==> config.mk <==
export PLATFORM = sky130hd
export DESIGN_NAME = fp32_div_round_pack
export DESIGN_NICKNAME = d
export VERILOG_FILES = /design/src/rtl/fp32_div_defs.sv /design/src/rtl/fp_rne_round.sv /design/src/rtl/fp32_div_round_pack.sv
export SDC_FILE = /design/constraint.sdc
export NUM_CORES = 1
export LEC_CHECK = 0
export CORE_ASPECT_RATIO = 1.75
export CORE_UTILIZATION = 47
export CTS_CLUSTER_SIZE = 28
export DETAILED_ROUTE_END_ITERATION = 10
export PLACE_DENSITY = 0.76
export SLEW_MARGIN = 0
export SYNTH_ARGS = -nofsm -noshare
export SYNTH_HDL_FRONTEND = slang
export SYNTH_SLANG_ARGS = --single-unit
==> constraint.sdc <==
create_clock -name clk -period 3.9 [get_ports clk]
set_input_delay 0.78 -clock clk [delete_from_list [all_inputs] [get_ports clk]]
set_output_delay 0.78 -clock clk [all_outputs]
set_load 0.005 [all_outputs]
==> src/rtl/fp32_div_defs.sv <==
// Shared constants and the stage-1 record for the fp32 divider back end.
package fp32_div_defs;

    localparam int BIAS    = 127;
    localparam int EXP_MAX = 255;
    localparam int FRAC_W  = 23;
    localparam int MANT_W  = 24;

    // Exponent width carried between stages: the 10-bit signed input plus
    // one bit of headroom for the -1 normalisation and the +1 rounding carry.
    localparam int EXP_W   = 11;

    localparam logic [31:0] QNAN = 32'h7FC0_0000;

    // Normalised operand handed from stage 1 to stage 2
    typedef struct packed {
        logic              sign;
        logic [EXP_W-1:0]  exp;   // two's complement, biased
        logic [MANT_W-1:0] mant;  // hidden bit at [MANT_W-1]
        logic              g;
        logic              r;
        logic              s;
        logic              nan;
        logic              inf;
        logic              zero;
    } s1_rec_t;

endpackage

==> src/rtl/fp_rne_round.sv <==
// Round-to-nearest-even of a 24-bit mantissa with guard/round/sticky bits.
module fp_rne_round
    import fp32_div_defs::*;
(
    input  logic [MANT_W-1:0] mant,
    input  logic              g,
    input  logic              r,
    input  logic              s,
    output logic [MANT_W-1:0] mant_rnd,
    output logic              carry,
    output logic              inexact
);

    logic          inc_s;
    logic [MANT_W:0] sum_s;

    // Increment on above-half, or exactly half with an odd lsb; renormalise on carry-out
    always_comb begin
        inc_s    = g & (r | s | mant[0]);
        sum_s    = {1'b0, mant} + {{MANT_W{1'b0}}, inc_s};
        carry    = sum_s[MANT_W];
        inexact  = g | r | s;
        if (sum_s[MANT_W]) begin
            mant_rnd = {1'b1, {(MANT_W-1){1'b0}}};
        end else begin
            mant_rnd = sum_s[MANT_W-1:0];
        end
    end

endmodule

==> src/rtl/fp32_div_round_pack.sv <==
// Divider back end: normalise the mantissa quotient, round to nearest-even,
// resolve overflow/underflow and special operands, pack binary32.
// Two registered stages with a valid/ready handshake on each side.
module fp32_div_round_pack
    import fp32_div_defs::*;
#(
    parameter int QW = 27,   // only 27 is supported
    parameter int EW = 10    // only 10 is supported (EXP_W = EW + 1)
) (
    input  logic          clk,
    input  logic          rst,
    input  logic          in_valid,
    output logic          in_ready,
    input  logic [QW-1:0] in_q,
    input  logic          in_rem_nz,
    input  logic          in_sign,
    input  logic [EW-1:0] in_exp,
    input  logic          in_nan,
    input  logic          in_inf,
    input  logic          in_zero,
    output logic          out_valid,
    input  logic          out_ready,
    output logic [31:0]   out_result,
    output logic          out_overflow,
    output logic          out_underflow,
    output logic          out_inexact
);

    localparam logic [EXP_W-1:0] EXP_OVF_C = EXP_W'(EXP_MAX);
    localparam logic [EXP_W-1:0] EXP_UNF_C = {EXP_W{1'b0}};

    // Pipeline state
    logic       v1_r;
    s1_rec_t    s1_r;
    logic       v2_r;

    // Handshake
    logic       ready1_s;
    logic       ready2_s;

    // Stage 1 next value
    s1_rec_t          s1_next_s;
    logic [EXP_W-1:0] exp_ext_s;

    // Stage 2 datapath
    logic [MANT_W-1:0] mant_rnd_s;
    logic              carry_s;
    logic              inx_rnd_s;
    logic [EXP_W-1:0]  exp_rnd_s;
    logic [31:0]       res_next_s;
    logic              ovf_next_s;
    logic              unf_next_s;
    logic              inx_next_s;
    logic              unused_bits_s;

    // Backward ready chain: a stage can load when empty or when its content moves on
    always_comb begin
        ready2_s = ~v2_r | out_ready;
        ready1_s = ~v1_r | ready2_s;
        in_ready = ready1_s;
    end

    // Stage 1: pick the 24 significant bits depending on whether the quotient is >= 1
    always_comb begin
        s1_next_s      = '0;
        exp_ext_s      = {{(EXP_W-EW){in_exp[EW-1]}}, in_exp};
        s1_next_s.sign = in_sign;
        s1_next_s.nan  = in_nan;
        s1_next_s.inf  = in_inf;
        s1_next_s.zero = in_zero;
        if (in_q[QW-1]) begin
            s1_next_s.mant = in_q[QW-1:3];
            s1_next_s.g    = in_q[2];
            s1_next_s.r    = in_q[1];
            s1_next_s.s    = in_q[0] | in_rem_nz;
            s1_next_s.exp  = exp_ext_s;
        end else begin
            s1_next_s.mant = in_q[QW-2:2];
            s1_next_s.g    = in_q[1];
            s1_next_s.r    = in_q[0];
            s1_next_s.s    = in_rem_nz;
            s1_next_s.exp  = exp_ext_s - {{(EXP_W-1){1'b0}}, 1'b1};
        end
    end

    fp_rne_round u_round (
        .mant     (s1_r.mant),
        .g        (s1_r.g),
        .r        (s1_r.r),
        .s        (s1_r.s),
        .mant_rnd (mant_rnd_s),
        .carry    (carry_s),
        .inexact  (inx_rnd_s)
    );

    // Stage 2: specials first, then exponent range, then the normal pack
    always_comb begin
        exp_rnd_s     = s1_r.exp + {{(EXP_W-1){1'b0}}, carry_s};
        res_next_s    = 32'h0000_0000;
        ovf_next_s    = 1'b0;
        unf_next_s    = 1'b0;
        inx_next_s    = 1'b0;
        unused_bits_s = ^{mant_rnd_s[MANT_W-1], exp_rnd_s[EXP_W-1:8]};
        if (s1_r.nan) begin
            res_next_s = QNAN;
        end else if (s1_r.inf) begin
            res_next_s = {s1_r.sign, 8'hFF, 23'd0};
        end else if (s1_r.zero) begin
            res_next_s = {s1_r.sign, 31'd0};
        end else if ($signed(exp_rnd_s) >= $signed(EXP_OVF_C)) begin
            res_next_s = {s1_r.sign, 8'hFF, 23'd0};
            ovf_next_s = 1'b1;
            inx_next_s = 1'b1;
        end else if ($signed(exp_rnd_s) <= $signed(EXP_UNF_C)) begin
            // No subnormal output: anything below the normal range flushes to zero
            res_next_s = {s1_r.sign, 31'd0};
            unf_next_s = 1'b1;
            inx_next_s = 1'b1;
        end else begin
            res_next_s = {s1_r.sign, exp_rnd_s[7:0], mant_rnd_s[FRAC_W-1:0]};
            inx_next_s = inx_rnd_s;
        end
    end

    // Stage 1 register: load a new operand whenever the stage is free to move
    always_ff @(posedge clk or posedge rst) begin
        if (rst) begin
            v1_r <= 1'b0;
            s1_r <= '0;
        end else if (ready1_s) begin
            v1_r <= in_valid;
            if (in_valid) begin
                s1_r <= s1_next_s;
            end
        end
    end

    // Stage 2 / output register: hold steady under backpressure
    always_ff @(posedge clk or posedge rst) begin
        if (rst) begin
            v2_r          <= 1'b0;
            out_result    <= 32'h0000_0000;
            out_overflow  <= 1'b0;
            out_underflow <= 1'b0;
            out_inexact   <= 1'b0;
        end else if (ready2_s) begin
            v2_r <= v1_r;
            if (v1_r) begin
                out_result    <= res_next_s;
                out_overflow  <= ovf_next_s;
                out_underflow <= unf_next_s;
                out_inexact   <= inx_next_s;
            end
        end
    end

    assign out_valid = v2_r;

endmodule

==> results of run 1 <==
state kept, by name, indices dropped and copies added, names as in the netlist:
name	count
s1_r	42
out_overflow	1
out_underflow	1
v1_r	1
out_result	32
out_valid	1
out_inexact	1
worst min-delay path by stage:
stage,startpoint,endpoint,slack [ps]
6_report,out_result[31],out_result[31],460
2_1_floorplan,v1_r,out_valid,450
4_1_cts,out_result[31],out_result[31],470
3_5_place_dp,out_result[31],out_result[31],450
5_1_grt,out_result[12],out_result[12],500
3_3_place_gp,out_result[31],out_result[31],450
per-layer routing:
layer | GRT usage (%) | wire length, um | vias to the layer above
li1 | - | - | 1725
met1 | 25.9 | 3980 | 1665
met2 | 37.4 | 4990 | 91
met3 | 3.13 | 325 | 17
met4 | 11.7 | 260 | 0
met5 | 0 | 0 | -
critical path: stages (launching register included):
cell and delay (ps):
dfrtp_1 390, and2_1 140, ha_1 180, nand3_1 100, or3_1 390, nor4_4 330, ha_2 260, ha_1 210
nand4_4 140, or4_1 610, nand3b_4 140, o311ai_4 120, buf_12 180, o41ai_1 350
layout by cell type (no fill, tap or decap), types with 8 or more instances in the layout:
cell type	count
clkbuf_16	9
clkdlybuf4s50_1	82
buf_4	12
inv_1	10
o21ai_0	40
nand3_1	16
o31ai_1	10
dfrtp_1	79
mux2i_1	26
xnor2_1	23
nor2_1	16
nor4_1	8
xor2_1	13
nand2_1	76
power breakdown:
group          total, mW  internal (mW)  switching, mW
Clock              0.904          0.594          0.310
Combinational      0.458          0.242          0.216
Sequential          1.03          0.919          0.111
kinds of logic (layout without fill, tap and decap cells):
group                      after synthesis  count (layout)  synth area share, %
AOI/OAI and AO/OA                       90              90                 15.6
xor gates and xnor gates                36              36                 7.35
adders and majority gates                4               4                 1.17
buffers and inverters                   36             123                 3.79
DFF                                     79              79                 46.1
muxes                                   30              30                 7.12
and+or+nand+nor                        161             161                 18.8
metrics by stage:
| stage | std cells | hold WS [ps] | worst slack (ps) | instance area, um^2 |
|---|---|---|---|---|
| final | 640 | 464 | 237 | 5620 |
| after global routing | 640 | 504 | 25.3 | 5620 |
| after CTS | 640 | 467 | 140 | 5590 |
| after detailed placement | 624 | 455 | 151 | 5270 |
| after global placement | 624 | 453 | 311 | 5270 |
| after floorplan | 436 | 449 | 225 | 4290 |
area by class of cell:
class,count,area share [%]
tap,117,2.61
timing repair buffer,96,16.9
multi-input combinational,321,38.8
inverter,11,0.735
sequential,79,35.2
clock buffer,13,4.63
clock inverter,3,1.16
==> insert_results.sql, run 1 <==
INSERT INTO impl_metrics (metric_group, metric, value, unit) VALUES
('die', 'design.portCount', '83', ''),
('layout', 'layout.nets', '568', ''),
('die', 'floorplan.core_area', '8780', 'um^2'),
('clock_network', 'post_cts_resize_count', '0', ''),
('place', 'place.detailed.hpwl', '7310', 'um'),
('clock_network', 'clockBufferDepth', '2', ''),
('worst_setup_path', 'setup.worst_path.class', 'reg -> reg', ''),
('sta', 'timing_hold_violations_final', '0', ''),
('power_and_ir_drop', 'total_leakage_power', '2.34', 'nW'),
('worst_setup_path', 'rrSetupSlack', '240', 'ps'),
('sta', 'setup-violations-final', '0', ''),
('grt', 'antenna_found_initial', '0', ''),
('logic_synthesis', 'post_synthesis_register_bit_count', '79', ''),
('detailed_routing', 'drt_pass1_iterations', '4', ''),
('clock_network', 'cts_inserted_buffers', '9', ''),
('job', 'cap_viol_max_count', '0', ''),
('logic_synthesis', 'synth_warnings', '0', ''),
('clock_network', 'cts.repair_timing.setup_buffer_count', '0', ''),
('detailed_routing', 'drcViolationCount', '0', ''),
('worst_setup_path', 'crit_start', 's1_r[6]', ''),
('sta', 'fin_crit_sh', '93.9', '%'),
('logic_synthesis', 'largest_area_contributor_in_the_netlist', 'dfrtp_1', ''),
('die', 'initial_core_util', '48.8', '%'),
('sta', 'finalClockSkew', '8.03', 'ps'),
('detailed_routing', 'drt-vias-per-instance', '5.47', ''),
('logic_synthesis', 'synth-main-ff-cell', 'dfrtp_1', ''),
('logic_synthesis', 'post_synth_inst_count', '436', ''),
('clock_network', 'ctsRootBufferMaster', 'clkbuf_16', ''),
('layout', 'post_route_cells_drive_above_1_share', '10.9', '%'),
('logic_synthesis', 'ys_seq_area_share', '46.1', '%'),
('logic_synthesis', 'cells_taking_the_most_area_after_synthesis', 'dfrtp_1 46%, nand2_1 6.7%, mux2i_1 6.1%', ''),
('detailed_routing', 'wl_per_cell', '14.9', 'um'),
('die', 'fp.dieH', '128', 'um'),
('logic_synthesis', 'synth_enable_flop_cells', '0', ''),
('detailed_routing', 'drt_iter0_markers', '228', ''),
('logic_synthesis', 'syn-cell-area', '4290', 'um^2'),
('die', 'die-width', '74.2', 'um'),
('grt', 'grt_pass1_vias', '3405', ''),
('clock_network', 'numClockSinks', '79', ''),
('power_and_ir_drop', 'worst_ir_drop_vdd', '0.259', 'mV'),
('layout', 'fillers', '770', ''),
('grt', 'grt_overflow', '0', ''),
('grt', 'grt_pass1_wl', '15800', 'um'),
('clock_network', 'tritoncts', 'done', ''),
('sta', 'slew_worst_pin', '859', 'ps'),
('logic_synthesis', 'synth_cell_count_leaders', '79 x dfrtp_1, 77 x nand2_1, 40 x o21ai_0', ''),
('sta', 'unrepaired_setup_endpoints_after_global_routing', 'no', ''),
('worst_setup_path', 'startpoint_type', 'flop', ''),
('layout', 'area_growth_syn_to_layout', '31.0', '%'),
('clock_network', 'path_clk_slew', '60', 'ps'),
('place', 'gp_routability_congestion', '0.877', ''),
('power_and_ir_drop', 'powerDensity', '426', 'nW/um^2'),
('worst_setup_path', 'worstRegToRegCells', '13', ''),
('sta', 'fin_setup_tns', '0', 'ps'),
('power_and_ir_drop', 'total_power', '2.39', 'mW'),
('detailed_routing', 'postRouteWirelength', '9560', 'um'),
('logic_synthesis', 'netlist-cell-type-count', '56', ''),
('sta', 'slew_headroom', '42.6', '%'),
('clock_network', 'insertion_delay', '340', 'ps'),
('layout', 'layout.core_utilization', '64.0', '%'),
('logic_synthesis', 'postSynthNetCount', '486', ''),
('hold_path', 'hold_depth', '2', ''),
('outcome', 'outcome', 'complete, no violations', ''),
('worst_setup_path', 'timing.rr.end', 'out_result[5]', ''),
('detailed_routing', 'final_antenna_violating_net_count', '0', ''),
('die', 'rows', '45', ''),
('layout', 'ff_latch_area', '1980', 'um^2'),
('worst_setup_path', 'worst-endpoint-required', '4130', 'ps'),
('layout', 'antennaDiodeCount', '0', ''),
('logic_synthesis', 'synthDominantCellAreaShare', '46.1', '%'),
('sta', 'post-route-min-period', '3660', 'ps');
Note: power is estimated with default switching activity, not from simulation.
==> run 2, diff against run 1 <==
- PLACE_DENSITY: 0.76 -> default
- PLACE_DENSITY_LB_ADDON: default -> 0.3
==> insert_results.sql, run 2 (synthesized netlist as in run 1, its figures left out) <==
INSERT INTO impl_metrics (metric_group, metric, value, unit) VALUES
('clock_network', 'htree_num_levels', '3', ''),
('place', 'place.detailed.hpwl', '7850', 'um'),
('detailed_routing', 'wl_per_cell', '16.4', 'um'),
('layout', 'post_route_cells_drive_above_1_share', '11.5', '%'),
('detailed_routing', 'final_antenna_violating_net_count', '0', ''),
('clock_network', 'insertion_delay', '340', 'ps'),
('worst_setup_path', 'crit_arrival', '3920', 'ps'),
('sta', 'slew_viol_final', '0', ''),
('die', 'rows', '45', ''),
('sta', 'fin_crit_sh', '94.7', '%'),
('sta', 'finalClockSkew', '9.79', 'ps'),
('place', 'port_buffers', '82', ''),
('sta', 'smallest_hold_slack', '476', 'ps'),
('hold_path', 'hold_depth', '2', ''),
('detailed_routing', 'postRouteWirelength', '10500', 'um'),
('sta', 'unrepaired_setup_endpoints_after_global_routing', 'no', ''),
('worst_setup_path', 'timing.critical_path.max_delay_family', 'simple AND/OR/NAND/NOR gates', ''),
('layout', 'layout_top_registers', 's1_r (42), out_result (32)', ''),
('layout', 'final_cell_area', '5550', 'um^2'),
('clock_network', 'tritoncts', 'done', ''),
('power_and_ir_drop', 'internal_power_summed_over_all_cells', '1.59', 'mW'),
('layout', 'layout.nets', '566', ''),
('detailed_routing', 'detailroute.via_count', '3580', ''),
('sta', 'slew_headroom', '44.1', '%'),
('layout', 'fillers', '750', ''),
('sta', 'post-route-min-period', '3690', 'ps'),
('worst_setup_path', 'crit_buf_inv', '1', ''),
('layout', 'regMostFlops', 's1_r', ''),
('place', 'placement.setup.worst_slack', '168', 'ps'),
('clock_network', 'clockBufferDepth', '2', ''),
('sta', 'setup_slack', '207', 'ps'),
('clock_network', 'path_clk_slew', '60', 'ps'),
('detailed_routing', 'drcViolationCount', '0', ''),
('worst_setup_path', 'worstRegToRegCells', '13', ''),
('power_and_ir_drop', 'power.share.switching', '30.0', '%'),
('layout', 'most-common-layout-cells', '81 x clkdlybuf4s50_1, 79 x dfrtp_1, 76 x nand2_1, 40 x o21ai_0, 26 x mux2i_1', ''),
('worst_setup_path', 'critical_path.max_stage_delay', '580', 'ps'),
('layout', 'multiInputGateArea', '2170', 'um^2'),
('grt', 'grt_pass1_vias', '3555', ''),
('power_and_ir_drop', 'combinationalPowerShare', '20.5', '%'),
('grt', 'grt_pass1_wl', '17200', 'um'),
('sta', 'setup-violations-final', '0', ''),
('layout', 'antennaDiodeCount', '0', ''),
('worst_setup_path', 'startpoint_type', 'flop', ''),
('die', 'design.portCount', '83', ''),
('power_and_ir_drop', 'total_leakage_power', '2.30', 'nW'),
('job', 'cap_viol_max_count', '0', ''),
('power_and_ir_drop', 'p_clk_share', '34.2', '%'),
('worst_setup_path', 'crit_chain', 'and2_1 > ha_1 > nand3_1 > or3_1 > nor4_2 > ha_2 > ha_1 > nand4_4 > or4_1 > nand3b_2 > o311ai_4 > buf_12 > o41ai_1', ''),
('power_and_ir_drop', 'power.switching', '0.684', 'mW'),
('detailed_routing', 'drt_pass1_iterations', '5', ''),
('grt', 'grt_usage', '24.5', '%'),
('clock_network', 'cts_inserted_buffers', '9', ''),
('grt', 'grt_overflow', '0', ''),
('place', 'gp_routability_congestion', '0.934', ''),
('clock_network', 'numClockSinks', '79', ''),
('worst_setup_path', 'critical_path.most_common_cell', 'ha_1', ''),
('detailed_routing', 'drt-vias-per-instance', '5.61', ''),
('place', 'place_area', '5240', 'um^2'),
('power_and_ir_drop', 'powerDensity', '411', 'nW/um^2'),
('clock_network', 'post_cts_hold_buffer_count', '0', ''),
('hold_path', 'timing.hold.worst.class', 'reg -> reg', ''),
('die', 'floorplan.core_area', '8780', 'um^2'),
('layout', 'largest_reg_flops', '42', ''),
('detailed_routing', 'drt_iter0_markers', '228', ''),
('layout', 'layout_commonest_cell', 'clkdlybuf4s50_1', ''),
('layout', 'ff_latch_area', '1980', 'um^2'),
('die', 'die-width', '74.2', 'um'),
('grt', 'grt_start_max_net_pins', '69', ''),
('worst_setup_path', 'timing.critical_path.fanout_max', '24', ''),
('sta', 'slew_worst_pin', '838', 'ps'),
('worst_setup_path', 'cpMaxStageDelayCell', 'or4_1', ''),
('power_and_ir_drop', 'sequentialPowerShare', '45.3', '%'),
('worst_setup_path', 'worst-endpoint-required', '4120', 'ps'),
('worst_setup_path', 'timing.critical_path.to_type', 'flop', ''),
('die', 'fp.dieArea', '9530', 'um^2'),
('sta', 'fin_setup_tns', '0', 'ps'),
('sta', 'max_clock_freq', '271', 'MHz'),
('die', 'initial_core_util', '48.8', '%'),
('die', 'fp.dieH', '128', 'um'),
('outcome', 'outcome', 'complete, no violations', ''),
('worst_setup_path', 'setup.worst_path.class', 'reg -> reg', ''),
('grt', 'antenna_found_initial', '0', ''),
('power_and_ir_drop', 'worst_ir_drop_vdd', '0.304', 'mV'),
('clock_network', 'ctsRootBufferMaster', 'clkbuf_16', ''),
('sta', 'timing_hold_violations_final', '0', ''),
('layout', 'area_growth_syn_to_layout', '29.3', '%'),
('worst_setup_path', 'critical_path_depth', '13', '');
==> run 2: worst reg2reg max path, delay by kind of cell, from the launching register on <==
family                   cells  cell delay [ps]
adder cells (fa/ha/maj)      3              640
buffers and inverters        1              190
AND/OR/NAND/NOR              7             1840
AO/OA/AOI/OAI                2              500
flip-flops                   1              410
==> run 2: metal layers <==
metal / vias up / GRT usage [%] / routed length [um]
met2: 113 / 43.2 / 5750
met1: 1713 / 26.5 / 3840
met4: 0 / 13.5 / 407
li1: 1731 / - / -
met3: 23 / 5.25 / 458
met5: - / 0 / 0
==> run 2: through the flow <==
step / utilization (%) / total power, mW / std cells
2_1_floorplan: - / 1.29 / 436
3_3_place_gp: 59.7 / 1.49 / 621
3_5_place_dp: 59.7 / 1.51 / 621
4_1_cts: 62.8 / 2.29 / 637
5_1_grt: 63.1 / 2.39 / 638
6_report: 63.1 / 2.28 / 638
==> run 2: final cells by class <==
| cell class | count | area share, % |
|---|---|---|
| Clock inverter | 7 | 0.993 |
| Multi-Input combinational cell | 321 | 39.1 |
| Sequential cell | 79 | 35.6 |
| Clock buffer | 9 | 4.06 |
| Inverter | 11 | 0.744 |
| Tap cell | 117 | 2.64 |
| Timing Repair Buffer | 94 | 16.8 |
==> run 2: path summary, 6_finish.rpt <==
| check | from | to | slack [ps] |
|---|---|---|---|
| max | s1_r[6] | out_result[5] | 210 |
| min | out_result[31] | out_result[31] | 480 |
| max reg2reg | s1_r[6] | out_result[5] | 210 |
| min reg2reg | out_result[31] | out_result[31] | 480 |
| max in group asynchronous | rst | s1_r[23] | 2570 |
| min in group asynchronous | rst | out_result[16] | 690 |
==> run 2: power groups by stage <==
stage               Clock [mW]  Combinational (mW)  Sequential [mW]
global route             0.828               0.518             1.05
CTS                      0.793               0.466             1.03
floorplan                    0               0.287             1.00
finish                   0.780               0.466             1.03
detailed placement           0               0.462             1.05
global placement             0               0.453             1.04
==> run 2: repair_timing <==
action,4_1_cts,5_1_grt
buffers inserted,0,1
endpoints found under the setup margin,0,12
hold endpoints to repair,0,0
resized for setup,0,4
